File: src/rtl/pc_next_unit.sv
// Program-counter stage for the fetch front end: holds the architectural PC,
// picks trap / redirect / sequential next-PC, flags misaligned redirect targets,
// counts accepted fetches and presents the PC to fetch over valid/ready.
module pc_next_unit #(
  parameter int               XLEN         = 32,
  parameter logic [XLEN-1:0]  RESET_VECTOR = '0,
  parameter bit               C_EXT        = 1'b0,
  parameter int               CNT_W        = 32
) (
  input  logic             clk,
  input  logic             reset,
  input  logic             stall,
  input  logic             fetch_ready,
  input  logic             redirect_valid,
  input  logic [XLEN-1:0]  redirect_target,
  input  logic             trap_valid,
  input  logic [XLEN-1:0]  trap_vector,
  output logic [XLEN-1:0]  pc,
  output logic [XLEN-1:0]  pc_plus_inc,
  output logic             pc_valid,
  output logic             misaligned,
  output logic [XLEN-1:0]  misaligned_addr,
  output logic [CNT_W-1:0] fetch_count
);

  // Instruction granule: 2 bytes with compressed instructions, 4 otherwise.
  localparam int              INC        = C_EXT ? 2 : 4;
  localparam logic [XLEN-1:0] ALIGN_MASK = XLEN'(INC - 1);

  typedef enum logic [1:0] {
    BOOT = 2'd0,
    RUN  = 2'd1,
    HALT = 2'd2
  } state_e;

  state_e           state_q, state_d;
  logic [XLEN-1:0]  pc_q, pc_d;
  logic             pc_valid_q, pc_valid_d;
  logic             misaligned_q, misaligned_d;
  logic [XLEN-1:0]  misaligned_addr_q, misaligned_addr_d;
  logic [CNT_W-1:0] fetch_count_q, fetch_count_d;

  logic accept;
  logic target_misaligned;

  assign accept            = pc_valid_q & fetch_ready & ~stall;
  assign target_misaligned = |(redirect_target & ALIGN_MASK);

  // Sequential successor; the add simply drops the carry out, giving the wrap.
  assign pc_plus_inc = pc_q + XLEN'(INC);

  // Next-state, next-PC and bookkeeping, in priority order trap > redirect > accept.
  always_comb begin
    // NOTE: every signal gets a default before any branch so no path leaves it
    // unassigned, which would otherwise infer a latch.
    state_d           = state_q;
    pc_d              = pc_q;
    misaligned_d      = 1'b0;
    misaligned_addr_d = misaligned_addr_q;
    fetch_count_d     = fetch_count_q;

    // The issued PC counts even when a redirect replaces it in the same cycle.
    if (accept) begin
      fetch_count_d = fetch_count_q + CNT_W'(1);
    end

    if (state_q == BOOT) begin
      state_d = RUN;
    end

    if (trap_valid) begin
      pc_d    = trap_vector & ~ALIGN_MASK;
      state_d = RUN;
    end else if (redirect_valid && state_q == RUN && !target_misaligned) begin
      pc_d = redirect_target;
    end else if (redirect_valid && state_q == RUN) begin
      misaligned_d      = 1'b1;
      misaligned_addr_d = redirect_target;
      state_d           = HALT;
    end else if (accept) begin
      pc_d = pc_plus_inc;
    end

    pc_valid_d = (state_d == RUN);
  end

  // State and output registers; reset clears everything including a pending pulse.
  always_ff @(posedge clk or posedge reset) begin
    if (reset) begin
      state_q           <= BOOT;
      pc_q              <= RESET_VECTOR;
      pc_valid_q        <= 1'b0;
      misaligned_q      <= 1'b0;
      misaligned_addr_q <= '0;
      fetch_count_q     <= '0;
    end else begin
      // NOTE: non-blocking assignments so every register samples the values
      // from before this edge, independent of statement order.
      state_q           <= state_d;
      pc_q              <= pc_d;
      pc_valid_q        <= pc_valid_d;
      misaligned_q      <= misaligned_d;
      misaligned_addr_q <= misaligned_addr_d;
      fetch_count_q     <= fetch_count_d;
    end
  end

  assign pc              = pc_q;
  assign pc_valid        = pc_valid_q;
  assign misaligned      = misaligned_q;
  assign misaligned_addr = misaligned_addr_q;
  assign fetch_count     = fetch_count_q;

endmodule

File: config.mk
export PLATFORM = sky130hd
export DESIGN_NAME = pc_next_unit
export DESIGN_NICKNAME = d
export VERILOG_FILES = /design/src/rtl/pc_next_unit.sv
export SDC_FILE = /design/constraint.sdc
export NUM_CORES = 1
export LEC_CHECK = 0
export ABC_AREA = 1
export CAP_MARGIN = 20
export CORE_MARGIN = 2
export CORE_UTILIZATION = 50
export DETAILED_ROUTE_END_ITERATION = 8
export PLACE_DENSITY = 0.93
export SYNTH_ARGS = -nofsm -noshare
export SYNTH_HDL_FRONTEND = slang
export SYNTH_SLANG_ARGS = --single-unit
File: constraint.sdc
create_clock -name clk -period 4.3 [get_ports clk]
set_clock_uncertainty 0.05 [all_clocks]
set_input_delay 0.43 -clock clk [delete_from_list [all_inputs] [get_ports clk]]
set_output_delay 0.43 -clock clk [all_outputs]
set_load 0.005 [all_outputs]
# Word-level counts from Yosys, hierarchy flattened
# Cells that the tools add are included.
# word_totals
regBits	100
output_inout_bits	130
word_cells	35
# op_classes
add_sub_neg	2
n_eq_ne	3
mux	11
n_bitwise	5
reduce_logical	8
# op_table
operator	count
$mux 32	4
$add 32x1->32 const B	1
$add 32x3->32 const B	1
$mux 2	4
$eq 2x1->1 const B	2
$mux 1	3
$ne 3x2->1 const B	1
$not 1->1	3
$reduce_and 3->1	1
$reduce_bool 3->1	1
$and 1x1->1	2
$logic_and 1x1->1	2
$logic_not 2->1	1
$reduce_and 2->1	1
$reduce_or 2->1	1
$logic_not 1->1	1

# Depth between registers and ports, before layout
# logic_depth
ltp_word	6
depth_mapped	11

# Least setup slack after synthesis
# No wires, ideal clock.
# synth_path
kind	register to output
start	reg pc_q[3], in the netlist pc[3]
end	out pc_plus_inc[22]
arrival_ns	1.281
required_time_ns	3.820
path_slack_ns	2.539
stages_incl_launch_ff	9
n_path_buf	0
cell_sequence	dfrtp_1 -> ha_1 -> nand2_2 -> nor2_4 -> nand2_4 -> nor2_4 -> nand2_1 -> nand2_1 -> nand2_1
# synth_via
elab_chain_cells	1
# synth_lines
element	line_no	rtl
start: declaration	37	logic [XLEN-1:0] pc_q, pc_d;
start signal: assignment	100	pc_q <= pc_d;
$add 32x3->32	50	assign pc_plus_inc = pc_q + XLEN'(INC);
end: declaration	19	output logic [XLEN-1:0] pc_plus_inc,
# No other way between the ends.

# Worst setup path in the final report
# layout_path
start	reg pc_q[3], in the netlist pc[3]
end	out pc_plus_inc[18]
# Same word-level chain as after synthesis.

==> reports/metrics.csv <==
metric,value,unit
status,completed,
Resized cells post-CTS,0,
Post-DRT Antenna Nets,0,
sequential share of the synthesized area,41.6,%
number of flops mapped to enable cells by yosys,0,
R2R cell count,8,
CTS sink count,100,
setup_tns,0,ps
Critical-path top delay cell,clkdlybuf4s50_1,
"commonest non-fill, non-tap cell in the layout",nand2_1,
Hold Fails Final Rpt,0,
ant diodes,0,
Critical Path Start Type,flop,
CP Max Fanout,6,
Worst slew margin,38.4,%
RSZ-0062 raised after global routing,false,
ys flop type,dfrtp_1,
Syn-to-layout area delta,39.0,%
worst min path class,in2async,
Power Dens Cells,372,mW/mm^2
crit path kind,reg2out,
# DRC,0,
Core Footprint,0.0119,sq mm
Final Cycle Share,66.7,%
worst-case clock buffer depth,2,
hold_buf cts,0,
Worst EP arrival,2390,ps
First DRT Iteration DRCs,588,
clk slew on worst S/H paths,70,ps
Detailed Place HPWL,13700,um
post-synthesis cell type count,36,
clock latency on the worst-skew pair,350,ps
FF-to-FF setup slack,2020,ps
largest net degree at the start of global routing,84,
die area,0.0129,sq mm
first-pass GRT wire length,29700,um
Initial Utilization,50.7,%
"area leader, netlist",dfrtp_1,
Chip Width,114,um
Die H,114,um
antenna violations before repair,0,
CP endpoint kind,output pin,
"commonest non-fill, non-tap cells in the layout","333 x nand2_1, 197 x clkdlybuf4s50_1, 100 x dfrtp_1",
cells after synthesis,868,
Slew Limit Fails,0,
final WL,18700,um
GRT overflow,0,
leakage power,4.07,nW
top cell type's share of synthesized area,41.6,%
Port Buffers,197,
post-synth net total,940,
CP required,3820,ps
routed len/inst,15.5,um
layout cells sized above 1,6.23,%
number of global-route vias before repair,6078,
Final Setup Violations,0,
Nets,1127,
Slew @ Worst Pin,923,ps
H-Tree Depth,3,
top post-synthesis cells by area,"dfrtp_1 42%, nand2_1 21%, nor2_1 5.9%",
total power,0.00311,W
Post-CTS Setup Bufs,0,
Num CTS Buffers,9,
R2R Path End,pc[8],
Final min period,2870,ps
syn avg cell area,6.93,sq um
Total GRT Usage,29.1,%
critical path startpoint,pc[3],
mapped cell area,0.00601,sq mm
CP Capture Point,pc_plus_inc[18],
TritonCTS clock tree,built,
Synth async-reset ratio,100,%
maximum VDD drop,0.000223,V
YS warnings,0,
Vias,6404,
clock root buffer,clkbuf_16,
reg2reg start,pc_valid,
worst-path cell chain,ha_1 -> nand2_2 -> nor2_4 -> nand2_4 -> nor2_4 -> nand2_1 -> nand2_1 -> clkdlybuf4s50_1,
via/cell ratio,5.31,
I/O Pins,200,
Cell Rows,40,
GP Congestion,0.974,
synthesis-stage register bit count,100,
delay of the slowest cell on the worst path,540,ps
Max Cap Violations,0,
achievable frequency,349,MHz
Initial DRT Pass Iterations,6,
per-stage QoR:
step                util [%]  setup WS (ps)  instances  hold slack [ps]  instance area, sq um
finish                  70.5           1430       1207              412                  8360
global route            70.5           1330       1207              449                  8360
CTS                     70.2           1460       1206              424                  8330
detailed placement      67.9           1560       1190              408                  8050
global placement        67.9           1620       1190              403                  8050
floorplan                  -           1200        868              396                  6010
cells by family after synthesis:
kind of cell / after synthesis / share of synthesized area, %
xor+xnor: 32 / 4.66
buf+inv: 130 / 9.01
simple gates: 521 / 36.9
compound gates: 83 / 7.35
fa+ha+maj: 2 / 0.416
flops: 100 / 41.6
state kept, by name, indices dropped and copies added, names as in the netlist:
signal and flops:
pc 32, misaligned 1, fetch_count 32, misaligned_addr 32, pc_valid 1, state_q 2
final cells by class:
class / count / area, sq um
repair buffers: 202 / 2030
fillers: 933 / 3500
clock buffers: 11 / 243
multi-input cells: 638 / 2970
flip-flops and latches: 100 / 2500
inverters: 104 / 393
well taps: 147 / 184
clock inverters: 5 / 35.0
worst min-delay path by stage:
stage | from | end | cells after the start
2_1_floorplan | state_q[0] | state_q[0] | 2
5_1_grt | reset | misaligned_addr[30] | 2
4_1_cts | misaligned_addr[22] | misaligned_addr[22] | 2
6_report | reset | misaligned_addr[30] | 2
3_5_place_dp | misaligned_addr[22] | misaligned_addr[22] | 2
3_3_place_gp | misaligned_addr[31] | misaligned_addr[31] | 2
where the power goes:
part	switching, W	internal (W)
Clock	0.000371	0.000410
Combinational	0.000476	0.000576
Sequential	0.000176	0.00110
Total	0.00102	0.00208
Yosys cell counts, types with 2 or more instances:
master / instances
nor2_2: 9
inv_1: 94
buf_4: 6
xnor2_1: 12
o22ai_1: 2
buf_2: 7
nand2_2: 7
nor2_4: 6
nor3_2: 2
nand3b_1: 3
dfrtp_1: 100
o21ai_1: 9
nand3_1: 42
o21bai_1: 4
o21ai_0: 40
nand2_1: 333
nand3_2: 6
nand4_1: 6
a31oi_1: 4
inv_2: 9
ha_1: 2
a21oi_1: 21
nor2_1: 95
nor3_1: 5
xor2_1: 20
buf_1: 2
buf_6: 3
nand4_2: 2
clkbuf_1: 8
and2_1: 3
critical path: cells and delay by family, from the launching register on:
family | cells | cell delay, ps
buf+inv | 1 | 540
simple gates | 6 | 800
fa+ha+maj | 1 | 250
flops | 1 | 450
metal layers:
layer  global-route usage (%)  wire length, um
met1                     37.9             7790
met2                     47.7             8840
met4                     14.1              721
met3                     4.73             1380
met5                        0                0
No activity file was read; power rests on OpenSTA's default activity.
